[src/rtl/led_effect_scheduler.sv]
// ---------------------------------------------------------------------------
// led_effect_scheduler
//
// Purpose:
//   Steps a WIDTH-bit LED bank through four light effects in a fixed loop:
//   fill-then-clear, running dot, ping-pong and blink-all. One pattern step
//   is taken per tick strobe from the clock divider. Each effect plays for
//   PASSES complete passes before the scheduler moves on by itself, and a
//   next pulse skips straight to the following effect. The speed output
//   tells the divider which rate the current effect wants.
//
// Ports:
//   clk_i          system clock, all state changes on its rising edge
//   rst_ni         synchronous active-low reset
//   tick_i         one-cycle step strobe from the divider
//   next_i         one-cycle pulse, skip to the next effect
//   hold_i         level, 1 freezes stepping (next still acts)
//   q_o            LED pattern, bit 0 is the first LED
//   effect_o       current effect index (0..3)
//   speed_o        divider mode request, 1 = slow effects, 0 = fast effects
//   pass_done_o    one-cycle pulse in the cycle after a pass completes
// ---------------------------------------------------------------------------
module led_effect_scheduler #(
  parameter int WIDTH  = 8,
  parameter int PASSES = 2
) (
  input  logic             clk_i,
  input  logic             rst_ni,
  input  logic             tick_i,
  input  logic             next_i,
  input  logic             hold_i,
  output logic [WIDTH-1:0] q_o,
  output logic [1:0]       effect_o,
  output logic             speed_o,
  output logic             pass_done_o
);

  // Step counter must reach 2*WIDTH-1 (the longest effect); the pass
  // counter keeps at least one bit so PASSES=1 still has a legal register.
  localparam int STEP_W = $clog2(2 * WIDTH);
  localparam int PASS_W = (PASSES > 1) ? $clog2(PASSES) : 1;

  // Final step index of each effect, plus the constants the pattern decode
  // needs, all pre-sized to the step counter width.
  localparam logic [STEP_W-1:0] LAST_FILL  = STEP_W'(2 * WIDTH - 1);
  localparam logic [STEP_W-1:0] LAST_RUN   = STEP_W'(WIDTH - 1);
  localparam logic [STEP_W-1:0] LAST_PP    = STEP_W'(2 * WIDTH - 3);
  localparam logic [STEP_W-1:0] LAST_BLINK = STEP_W'(1);
  localparam logic [STEP_W-1:0] STEP_ONE   = STEP_W'(1);
  localparam logic [STEP_W-1:0] STEP_WIDTH = STEP_W'(WIDTH);
  localparam logic [STEP_W-1:0] PP_MIRROR  = STEP_W'(2 * WIDTH - 2);
  localparam logic [PASS_W-1:0] PASS_LAST  = PASS_W'(PASSES - 1);
  localparam logic [PASS_W-1:0] PASS_ONE   = PASS_W'(1);

  localparam logic [WIDTH-1:0] ALL_ONES = {WIDTH{1'b1}};
  localparam logic [WIDTH-1:0] ONE_HOT  = {{(WIDTH-1){1'b0}}, 1'b1};

  // The effect register is the scheduler's state machine: it walks the four
  // effects in order and wraps from BLINK back to FILL_CLEAR.
  typedef enum logic [1:0] {
    FILL_CLEAR = 2'd0,
    RUN_DOT    = 2'd1,
    PING_PONG  = 2'd2,
    BLINK      = 2'd3
  } effect_e;

  effect_e             effect_q, effect_d;
  logic [STEP_W-1:0]   step_q,   step_d;
  logic [PASS_W-1:0]   pass_q,   pass_d;
  logic                pass_done_q, pass_done_d;

  effect_e             effectNext;
  logic [STEP_W-1:0]   lastStep;
  logic [WIDTH-1:0]    ledPattern;

  // The effect after the current one; two-bit arithmetic makes BLINK wrap
  // back to FILL_CLEAR without any special case.
  assign effectNext = effect_e'(effect_q + 2'd1);

  // Length of the current effect, expressed as the index of its final step.
  // This is the point where a tick completes a pass instead of stepping on.
  always_comb begin
    lastStep = LAST_FILL;
    case (effect_q)
      FILL_CLEAR: lastStep = LAST_FILL;
      RUN_DOT:    lastStep = LAST_RUN;
      PING_PONG:  lastStep = LAST_PP;
      BLINK:      lastStep = LAST_BLINK;
      default:    lastStep = LAST_FILL;
    endcase
  end

  // All scheduler state lives here. Reset is synchronous, so a low rst_ni
  // only takes effect on a clock edge, and it overrides every other input.
  always_ff @(posedge clk_i) begin
    if (!rst_ni) begin
      effect_q    <= FILL_CLEAR;
      step_q      <= '0;
      pass_q      <= '0;
      pass_done_q <= 1'b0;
    end else begin
      effect_q    <= effect_d;
      step_q      <= step_d;
      pass_q      <= pass_d;
      pass_done_q <= pass_done_d;
    end
  end

  // Next-state logic, in priority order. A skip request beats both hold and
  // a coincident tick and throws away any partial pass. Hold freezes the
  // sequence. Otherwise each tick advances one step; the tick that lands on
  // the final step wraps the step, flags the completed pass, and moves to
  // the next effect once the last pass of this effect has finished. The
  // pass-done flag defaults low so it only ever lasts a single cycle.
  always_comb begin
    effect_d    = effect_q;
    step_d      = step_q;
    pass_d      = pass_q;
    pass_done_d = 1'b0;

    if (next_i) begin
      effect_d = effectNext;
      step_d   = '0;
      pass_d   = '0;
    end else if (hold_i) begin
      effect_d = effect_q;
    end else if (tick_i) begin
      if (step_q < lastStep) begin
        step_d = step_q + STEP_ONE;
      end else begin
        step_d      = '0;
        pass_done_d = 1'b1;
        if (pass_q >= PASS_LAST) begin
          pass_d   = '0;
          effect_d = effectNext;
        end else begin
          pass_d = pass_q + PASS_ONE;
        end
      end
    end
  end

  // Pattern decode straight from the registers, so the LEDs change on the
  // same edge that moves the step. Fill-clear builds a bar of ones from the
  // bottom and then shifts it out of the top; ping-pong mirrors the step
  // index back down once it has passed the top LED. Any step beyond the
  // effect's final step cannot occur but is forced dark for safety.
  always_comb begin
    ledPattern = '0;
    case (effect_q)
      FILL_CLEAR: begin
        if (step_q < STEP_WIDTH) begin
          ledPattern = ALL_ONES >> (STEP_WIDTH - STEP_ONE - step_q);
        end else begin
          ledPattern = ALL_ONES << (step_q - STEP_WIDTH + STEP_ONE);
        end
      end
      RUN_DOT: begin
        ledPattern = ONE_HOT << step_q;
      end
      PING_PONG: begin
        if (step_q < STEP_WIDTH) begin
          ledPattern = ONE_HOT << step_q;
        end else begin
          ledPattern = ONE_HOT << (PP_MIRROR - step_q);
        end
      end
      BLINK: begin
        ledPattern = (step_q == '0) ? ALL_ONES : '0;
      end
      default: ledPattern = '0;
    endcase

    if (step_q > lastStep) begin
      ledPattern = '0;
    end
  end

  // The bar and blink effects are meant to be watched slowly; the moving
  // dot effects ask the divider for its faster rate.
  assign speed_o     = (effect_q == FILL_CLEAR) || (effect_q == BLINK);
  assign q_o         = ledPattern;
  assign effect_o    = effect_q;
  assign pass_done_o = pass_done_q;

endmodule

[config.mk]
export PLATFORM = sky130hd
export DESIGN_NAME = led_effect_scheduler
export DESIGN_NICKNAME = d
export VERILOG_FILES = /design/src/rtl/led_effect_scheduler.sv
export SDC_FILE = /design/constraint.sdc
export NUM_CORES = 1
export LEC_CHECK = 0
export ABC_AREA = 1
export BUFFER_PORTS_ARGS = -buffer_cell sky130_fd_sc_hd__buf_2
export CAP_MARGIN = 40
export CORE_MARGIN = 8
export CORE_UTILIZATION = 56
export DETAILED_ROUTE_END_ITERATION = 8
export HOLD_SLACK_MARGIN = 0.1
export PLACE_DENSITY = 0.85
export SLEW_MARGIN = 40
export SYNTH_ARGS = -nofsm -noshare
export SYNTH_HDL_FRONTEND = slang
export SYNTH_SLANG_ARGS = --single-unit
export TNS_END_PERCENT = 100
[constraint.sdc]
create_clock -name clk_i -period 2.35 [get_ports clk_i]
set_input_delay 0.47 -clock clk_i [delete_from_list [all_inputs] [get_ports clk_i]]
set_output_delay 0.47 -clock clk_i [all_outputs]
set_load 0.02 [all_outputs]
==> flow_summary.yaml <==
run_status:
  run_status: "finished, violations left"
  failing_checks: "setup timing"
power_and_ir_drop:
  power_frac_comb_pct: 51.9
  power_per_cell_area_nw_per_um2: 335
  power.total_uw: 513
  power_frac_clock_pct: 19.4
  power_frac_seq_pct: 28.7
  switching_share_pct: 39.9
  total_switching_power_uw: 205
  ir_drop_mv: 0.308
  power.leakage_nw: 0.796
  intPower_uw: 309
die:
  design.die.area_um2: 3650
  rows: 16
  die_y_um: 60.4
  io_pins: 17
  initial_core_util_pct: 58.0
  std_cell_core_area_um2: 1900
  horizontal_die_dimension_um: 60.4
logic_synthesis:
  synth.yosys.seq_area_share_pct: 14.5
  mean_area_per_synthesized_cell_um2: 6.34
  syn_area_um2: 1100
  netlist-cell-type-count: 23
  synthCells: 174
  yosys_register_bits: 8
  synth_warnings: 0
  synth_nets: 198
clocking:
  cts_max_path_buffers: 2
  cts_hold_buf: 0
  cts.sinks: 8
  ctsHtreeMaxLevel: 1
  cts-root-buf: "sky130_fd_sc_hd__clkbuf_4"
  clk-insertion-delay-late_ns: 0.25
  clk_transition_reported_paths_ns: 0.05
  cts_tree: "built"
  tritoncts.num_buffers: 3
drt:
  dr.pass1.iters: 5
  wire_per_inst_um: 16.6
  antenna_violating_nets_post_route: 0
  viasPerCell: 5.76
  first_iter_violations: 60
  drc: 0
  totalWireLength_um: 3910
  vias: 1360
job:
  cap_viol_max_count: 0
placed_design:
  dp_cells: 224
  placed_cell_area_um2: 1290
  detailed_place_hpwl_um: 2500
  finalWeightedCongestion: 0.969
  portBuffers: 16
grt:
  grt_pass1_wl_um: 5750
  globalRouteTotalUtil_pct: 20.8
  gr-total-overflow: 0
  grt_max_degree: 12
  grt_pass1_vias: 1367
  grt_antenna_before_repair: 0
final_layout:
  sequential_cell_area_um2: 168
  finalNonFillerCells: 236
  insertedDiodeCount: 0
  flow.area_growth_from_synthesis_pct: 38.8
  postLayoutCellArea_um2: 1530
  final.fill_count: 132
  post_route_cells_drive_above_1_share_pct: 38.3
  final_cell_mix: "sky130_fd_sc_hd__nand2_1 (32), sky130_fd_sc_hd__buf_4 (20), sky130_fd_sc_hd__inv_1 (17), sky130_fd_sc_hd__nor2_1 (17), sky130_fd_sc_hd__ha_1 (14)"
  multi_input_area_um2: 957
  layout.cells.most_common: "sky130_fd_sc_hd__nand2_1"
  design.final.nets: 235
timing:
  hold-worst-slack_ns: 0.431
  final.period_utilization_pct: 107
  grt_setup_unrepaired: "yes"
  setup_violations: 8
  final-hold-violation-count: 0
  tightest_slew_ns: 0.327
  max-slew-margin-rel_pct: 78.1
  setup_total_negative_slack_ns: -0.951
  finalWorstSetupSlack_ns: -0.157
  fin_crit_ns: 2.51
  final_max_slew_viol_count: 0
  timing.clock.skew_ns: 0.00211
  achievable-frequency_mhz: 399
critical_path:
  setup.worst_path.class: "reg2out"
  worst_ep_arrival_time_ns: 2.04
  path_max_fanout: 8
  critical_path.endpoint_type: "output pin"
  critPathLaunchType: "register"
  timing.critical_path.required_ns: 1.88
worst_hold_path:
  hp-class: "in2reg"
-- worst max-delay path, stage by stage (launching register included) --
cell	delay (ns)
sky130_fd_sc_hd__dfxtp_4	0.39
sky130_fd_sc_hd__inv_4	0.05
sky130_fd_sc_hd__ha_4	0.17
sky130_fd_sc_hd__nor2_4	0.13
sky130_fd_sc_hd__ha_4	0.21
sky130_fd_sc_hd__nand2_4	0.07
sky130_fd_sc_hd__nand2_2	0.05
sky130_fd_sc_hd__nand2_2	0.10
sky130_fd_sc_hd__nand2_4	0.07
sky130_fd_sc_hd__o21ai_4	0.14
sky130_fd_sc_hd__nand2_2	0.12
sky130_fd_sc_hd__a21oi_2	0.14
sky130_fd_sc_hd__buf_6	0.14
-- final timing paths --
path / slack, ns / startpoint / depth (start not counted) / end
worst max-delay path: -0.16 / effect_o[0] / 12 / q_o[5]
worst min-delay path: 0.43 / next_i / 2 / pass_done_o
worst max register to register: 0.42 / effect_o[0] / 14 / effect_o[0]
worst min register to register: 0.52 / pass_q / 2 / pass_q
-- Yosys cell counts, drive strengths merged --
cell	count	area [um^2]
nand2	45	194
nor3	3	15.0
a21oi	12	60.1
o211ai	3	22.5
o21ai	15	86.3
o21a	1	7.51
buf	2	22.5
ha	19	238
nand3	12	60.1
or2	2	12.5
nor2	25	106
nand4	4	25.0
clkinv	1	8.76
a31oi	1	6.26
inv	21	78.8
dfxtp	8	160
-- power by group through the flow --
| stage | registers (mW) | clock network (mW) | logic (mW) |
|---|---|---|---|
| 2_1_floorplan | 0.154 | 0 | 0.131 |
| 3_3_place_gp | 0.149 | 0 | 0.195 |
| 3_5_place_dp | 0.150 | 0 | 0.199 |
| 4_1_cts | 0.147 | 0.105 | 0.238 |
| 5_1_grt | 0.147 | 0.105 | 0.285 |
| 6_report | 0.147 | 0.0996 | 0.267 |
-- flip-flops by register name, summed over array words and instances, names as in the netlist --
signal,flops
effect_o,2
step_q,4
pass_done_o,1
pass_q,1
-- per-layer routing --
metal | vias up | GRT usage [%] | routed length, um
met4 | 0 | 20.1 | 306
li1 | 644 | - | -
met3 | 32 | 1.69 | 238
met2 | 82 | 36.1 | 1920
met5 | - | 0 | 0
met1 | 602 | 21.3 | 1440
-- final cells by class --
| class | count | share of cell area (%) |
|---|---|---|
| flip-flops and latches | 8 | 10.9 |
| inverters | 22 | 6.05 |
| clock buffers | 3 | 1.47 |
| well taps | 27 | 2.21 |
| multi-input cells | 142 | 62.5 |
| repair buffers | 34 | 16.8 |
-- stage by stage --
| step | setup WS, ns | utilization (%) |
|---|---|---|
| global route | -0.209 | 80.5 |
| CTS | -0.0700 | 76.6 |
| floorplan | 0.0129 | - |
| detailed placement | -0.0467 | 67.8 |
| finish | -0.157 | 80.5 |
| global placement | 0.0915 | 67.8 |
-- logic make-up after synthesis --
kind of cell               count (synthesis)  share of synthesized area [%]
and+or+nand+nor                           91                           37.4
AOI/OAI and AO/OA                         32                           16.6
buffers and inverters                     24                           9.98
adders and majority gates                 19                           21.5
DFF                                        8                           14.5
-- what timing repair did --
item,4_1_cts,5_1_grt
gates resized for setup,30,12
setup endpoints to repair,8,8
pin swaps,11,8
endpoints found under the hold margin,0,0
buffers inserted,6,3
Power figures use the tool's default switching activity.
